<file path="config.mk">
export PLATFORM = sky130hd
export DESIGN_NAME = snd_cmd_tx
export DESIGN_NICKNAME = d
export VERILOG_FILES = /design/src/rtl/snd_pkg.sv /design/src/rtl/snd_cmd_fifo.sv /design/src/rtl/snd_cmd_tx.sv
export SDC_FILE = /design/constraint.sdc
export NUM_CORES = 1
export LEC_CHECK = 0
export BUFFER_PORTS_ARGS = -buffer_cell sky130_fd_sc_hd__buf_2
export CORE_UTILIZATION = 45
export DETAILED_ROUTE_END_ITERATION = 6
export GPL_TIMING_DRIVEN = 0
export HOLD_SLACK_MARGIN = 0.03
export PLACE_DENSITY = 0.69
export SLEW_MARGIN = 20
export SYNTH_ARGS = -nofsm -noshare
export SYNTH_HDL_FRONTEND = slang
export SYNTH_HIERARCHICAL = 1
export SYNTH_SLANG_ARGS = --single-unit
</file>
<file path="constraint.sdc">
create_clock -name clk_sys -period 2.8 [get_ports clk_sys]
set_clock_uncertainty 0.15 [all_clocks]
set_input_delay 0.14 -clock clk_sys [delete_from_list [all_inputs] [get_ports clk_sys]]
set_output_delay 0.14 -clock clk_sys [all_outputs]
set_load 0.02 [all_outputs]
</file>
<file path="src/rtl/snd_pkg.sv">
// Shared definitions for the sound command path (main-CPU transmitter and sound-side latch).
package snd_pkg;

   typedef logic [7:0] snd_cmd_t;

   typedef enum logic [2:0] {
      ST_IDLE,
      ST_LOAD,
      ST_ASSERT,
      ST_WAIT_ACK,
      ST_GAP
   } snd_state_t;

   localparam int unsigned SND_DEPTH    = 4;
   localparam int unsigned SND_NMI_HOLD = 32;
   localparam int unsigned SND_TIMEOUT  = 4096;
   localparam int unsigned SND_GAP      = 8;

   function automatic int unsigned max3(input int unsigned a, input int unsigned b,
                                        input int unsigned c);
      int unsigned m;
      m = (a > b) ? a : b;
      return (m > c) ? m : c;
   endfunction

endpackage

</file>
<file path="src/rtl/snd_cmd_fifo.sv">
// DEPTH x 8 synchronous command FIFO; pointers carry one extra wrap bit for full/empty.
module snd_cmd_fifo
   import snd_pkg::*;
#(
   parameter int unsigned DEPTH = SND_DEPTH
) (
   input  logic     clk_sys,
   input  logic     reset_n,
   input  logic     push,
   input  logic     pop,
   input  snd_cmd_t din,
   output snd_cmd_t head,
   output logic     full,
   output logic     empty
);

   localparam int unsigned AW = $clog2(DEPTH);

   snd_cmd_t     mem [DEPTH];
   logic [AW:0]  wr_ptr;
   logic [AW:0]  rd_ptr;

   always_ff @(posedge clk_sys or negedge reset_n) begin
      if (!reset_n) begin
         wr_ptr <= '0;
         rd_ptr <= '0;
      end else begin
         if (push) wr_ptr <= wr_ptr + 1'b1;
         if (pop)  rd_ptr <= rd_ptr + 1'b1;
      end
   end

   // Storage has no reset: contents are only observable after a push.
   always_ff @(posedge clk_sys) begin
      if (push) mem[wr_ptr[AW-1:0]] <= din;
   end

   assign head  = mem[rd_ptr[AW-1:0]];
   assign empty = (wr_ptr == rd_ptr);
   assign full  = (wr_ptr[AW] != rd_ptr[AW]) && (wr_ptr[AW-1:0] == rd_ptr[AW-1:0]);

endmodule

</file>
<file path="src/rtl/snd_cmd_tx.sv">
// Main-CPU sound command transmitter: queues command bytes and signals them one at a
// time to the sound CPU, waiting for its latch-read acknowledge between bytes.
//
// state       | meaning
// ------------+---------------------------------------------------------------
// ST_IDLE     | nothing in flight; pops FIFO head into snd_data when non-empty
// ST_LOAD     | snd_data settled for one cycle before snd_write rises
// ST_ASSERT   | snd_write high for NMI_HOLD cycles, early acks remembered
// ST_WAIT_ACK | snd_write low, waiting for snd_ack or TIMEOUT cycles
// ST_GAP      | GAP idle cycles before the next command may start
module snd_cmd_tx
   import snd_pkg::*;
#(
   parameter int unsigned DEPTH    = SND_DEPTH,
   parameter int unsigned NMI_HOLD = SND_NMI_HOLD,
   parameter int unsigned TIMEOUT  = SND_TIMEOUT,
   parameter int unsigned GAP      = SND_GAP
) (
   input  logic       clk_sys,
   input  logic       reset_n,
   input  logic       cmd_wr,
   input  logic [7:0] cmd_din,
   input  logic       snd_ack,
   input  logic       ovf_clr,
   output logic       snd_write,
   output logic [7:0] snd_data,
   output logic       fifo_full,
   output logic       busy,
   output logic       ovf,
   output logic       tmo
);

   localparam int unsigned CNT_MAX = max3(NMI_HOLD, TIMEOUT, GAP);
   localparam int unsigned CW      = $clog2(CNT_MAX) + 1;

   localparam logic [CW-1:0] HOLD_LAST = CW'(NMI_HOLD - 1);
   localparam logic [CW-1:0] TMO_LAST  = CW'(TIMEOUT - 1);
   localparam logic [CW-1:0] GAP_LAST  = CW'(GAP - 1);

   snd_state_t    state;
   logic [CW-1:0] cnt;
   logic          ack_seen;

   snd_cmd_t      head;
   logic          full;
   logic          empty;
   logic          pop;
   logic          push;

   assign pop  = (state == ST_IDLE) && !empty;
   // A write into a full FIFO still lands if the head leaves in the same cycle.
   assign push = cmd_wr && (!full || pop);

   snd_cmd_fifo #(
      .DEPTH (DEPTH)
   ) u_fifo (
      .clk_sys (clk_sys),
      .reset_n (reset_n),
      .push    (push),
      .pop     (pop),
      .din     (cmd_din),
      .head    (head),
      .full    (full),
      .empty   (empty)
   );

   always_ff @(posedge clk_sys or negedge reset_n) begin
      if (!reset_n) begin
         state     <= ST_IDLE;
         cnt       <= '0;
         ack_seen  <= 1'b0;
         snd_write <= 1'b0;
         snd_data  <= '0;
         tmo       <= 1'b0;
      end else begin
         if (ovf_clr) tmo <= 1'b0;
         case (state)
            ST_IDLE: begin
               if (!empty) begin
                  snd_data <= head;
                  state    <= ST_LOAD;
               end
            end
            ST_LOAD: begin
               ack_seen  <= 1'b0;
               cnt       <= '0;
               snd_write <= 1'b1;
               state     <= ST_ASSERT;
            end
            ST_ASSERT: begin
               if (cnt == HOLD_LAST) begin
                  cnt       <= '0;
                  snd_write <= 1'b0;
                  state     <= (ack_seen || snd_ack) ? ST_GAP : ST_WAIT_ACK;
               end else begin
                  cnt <= cnt + 1'b1;
                  if (snd_ack) ack_seen <= 1'b1;
               end
            end
            ST_WAIT_ACK: begin
               if (snd_ack) begin
                  cnt   <= '0;
                  state <= ST_GAP;
               end else if (cnt == TMO_LAST) begin
                  tmo   <= 1'b1;
                  cnt   <= '0;
                  state <= ST_GAP;
               end else begin
                  cnt <= cnt + 1'b1;
               end
            end
            ST_GAP: begin
               if (cnt == GAP_LAST) begin
                  cnt   <= '0;
                  state <= ST_IDLE;
               end else begin
                  cnt <= cnt + 1'b1;
               end
            end
            default: begin
               cnt   <= '0;
               state <= ST_IDLE;
            end
         endcase
      end
   end

   // A same-cycle drop outranks the clear.
   always_ff @(posedge clk_sys or negedge reset_n) begin
      if (!reset_n) begin
         ovf <= 1'b0;
      end else if (cmd_wr && full && !pop) begin
         ovf <= 1'b1;
      end else if (ovf_clr) begin
         ovf <= 1'b0;
      end
   end

   assign fifo_full = full;
   assign busy      = (state != ST_IDLE) || !empty;

endmodule
</file>
==> run metrics <==
DP Cell Count 306; startpoint types flip-flop; largest net degree at the start of global routing 35; Final Hold Viols 0; DP Wirelength 3.43 mm; non-filler instance count after layout 335; H-tree depth 3; LEAKAGE 0.00134 µW; initial antenna violation count 0; initial core utilization 47.7%; vias in the first global route 1,772; initial DRC count 146; post-CTS setup buffer count 0; slew margin rel. 40.5%; Num CTS Buffers 9; Cell Rows 28; WL final 5.20 mm; async set-reset flop share out of synthesis 51.5%; max_cap viols 0; RSZ-0062 raised after global routing false; clock latency at the later pin of the worst-skew pair 0.34 ns; GR Overflow Total 0; # diodes 0; Yosys Warn Count 6; WP data required 2.63 ns; Vias 1,828; Area Growth Syn to Fin 18.6%; worst-margin pin slew 0.886 ns; die width 82.2 µm; clk slew on worst S/H paths 0.08 ns; clk sinks 66; IO buf count 25; r2r worst-path depth 6; Netlist cell types 44; Die Span Y 82.2 µm; Max VDD drop 0.484 mV; max frequency 391 MHz; CORE AREA 6060 µm²; boundary pin count 26; DR DRC count 0; minimum clock period 2.56 ns; Vias/cell 5.46; Synth Flop Type dfrtp_1; global-route wire length before repair 8.65 mm; post-layout net count 274; Root Driver clkbuf_8; GPL Wtd Cong 0.831; CTS tree built; hold_ws 0.271 ns; synthesis-stage register bit count 66; syn nets 225; Setup violations, final 0; Max Root-Sink Buffers 2; Routed Antenna Nets 0; Critical Setup Path Class flip-flop to flip-flop; Post-synth EDFFs 32; pwr dens 1030 nW/µm²; share of layout cells above drive strength 1 24.6%; Syn Area/Cell 14.0 µm²; Final period util 91.5%; CP Capture Type flip-flop; CP max FO 10; Total Routing Usage GR 18.2%; Tot Pwr 3540 µW; drt pass-1 iters 4; fin. max-slew vios 0; crit path DAT 2.39 ns; average wire per standard cell 15.5 µm; die area 6750 µm²; outcome finished, final reports clean; Mapped Area 2890 µm²; Hold WC Path Type input pin to async pin; Mapped Cells 206; Seq/Total Area, Yosys 62.6%
-- cell usage in the layout (no fill, tap or decap), types with 5 or more instances in the layout --
master and n:
o21ai_0 7, buf_2 27, nand3_1 6, nor4_1 5
nor3_1 6, xor2_1 8, mux2_2 9, clkbuf_8 9
dfrtp_1 34, ha_1 6, nor2_1 12, edfxtp_1 32
dlygate4sd3_1 13, a21oi_1 5, xnor2_1 6, clkbuf_1 6
mux4_2 8, nand2_1 10, inv_1 8
-- layout make-up --
class	instances	area (µm²)
buffer	7	36.3
clock buffer	11	131
clock inverter	5	55.1
fill	505	2630
inverter	9	33.8
multi-input combinational	124	1010
sequential	66	1810
tap	75	93.8
timing repair buffer	38	255
-- timing repair --
action                                  CTS  global route
hold buffers                             13             0
endpoints found under the setup margin   16            11
pin swaps                                 0             1
gates resized for setup                   1             1
endpoints found under the hold margin    69             0
-- cell usage after synthesis, types with 2 or more instances --
| cell | n | area share [%] |
|---|---|---|
| nor3_1 | 6 | 1.0 |
| o21ai_0 | 7 | 1.2 |
| nor2_1 | 12 | 1.6 |
| buf_2 | 2 | 0.35 |
| nand2b_1 | 2 | 0.43 |
| nor3b_1 | 3 | 0.78 |
| nor4_1 | 5 | 1.1 |
| mux4_2 | 8 | 6.2 |
| dfrtp_1 | 34 | 29 |
| mux2_2 | 9 | 3.5 |
| xnor2_1 | 6 | 1.8 |
| clkbuf_1 | 4 | 0.52 |
| edfxtp_1 | 32 | 33 |
| nand3_1 | 6 | 1.0 |
| a21oi_1 | 5 | 0.86 |
| inv_1 | 8 | 1.0 |
| and2_1 | 4 | 0.86 |
| nand4_1 | 3 | 0.65 |
| xor2_1 | 8 | 2.4 |
| ha_1 | 6 | 2.6 |
| or3_1 | 3 | 0.65 |
| nand2_1 | 10 | 1.3 |
| mux2i_1 | 2 | 0.69 |
-- worst max-delay path, cell delays in order, from the launching register on --
cell	delay, ns
dfrtp_1	0.35
buf_2	0.27
xor2_1	0.21
nor3b_1	0.12
nand2b_1	0.20
a21boi_1	0.42
and2_1	0.48
-- registers in the layout, summed over array words and instances (netlist names) --
register       cells
tmo                1
snd_data           8
ovf                1
u_fifo/mem        32
u_fifo/rd_ptr      3
state              3
snd_write          1
u_fifo/wr_ptr      3
cnt               13
ack_seen           1
-- kinds of logic after synthesis --
| family | after synthesis | share of synthesized area (%) |
|---|---|---|
| and+or+nand+nor | 60 | 11.2 |
| muxes | 19 | 10.4 |
| xor gates and xnor gates | 14 | 4.24 |
| buffers and inverters | 16 | 2.42 |
| AOI/OAI and AO/OA | 25 | 6.45 |
| DFF | 66 | 62.6 |
| adders and majority gates | 6 | 2.60 |
-- report_power, final --
part / total, µW / switching (µW) / internal [µW]
clock: 756 / 348 / 408
sequential: 1450 / 147 / 1300
combinational: 1330 / 751 / 583
total: 3540 / 1240 / 2300
-- metal layers --
metal  GRT usage, %  wire, µm
met4           10.9        78
met1           24.5      2450
met2           26.6      2440
met3           4.51       230
met5              0         0
-- final timing paths --
kind | start | end | slack [ns]
max | u_fifo/rd_ptr[1] | u_fifo/mem[2][4] | 0.24
min | reset_n | snd_data[7] | 0.27
max reg2reg | u_fifo/rd_ptr[1] | u_fifo/mem[2][4] | 0.24
min reg2reg | tmo | tmo | 0.34
max in group asynchronous | reset_n | cnt[5] | 1.72
min in group clk_sys | tmo | tmo | 0.34
-- metrics by stage --
stage / cell area (µm²) / setup TNS [ns] / setup WS [ns] / utilization (%)
floorplan: 2890 / 0 / 0.334 / -
global placement: 3110 / 0 / 0.0250 / 51.3
detailed placement: 3110 / -0.212 / -0.0268 / 51.3
CTS: 3430 / 0 / 0.150 / 56.6
global route: 3430 / 0 / 0.00761 / 56.6
finish: 3430 / 0 / 0.239 / 56.6
No activity file was read; power rests on OpenSTA's default activity.
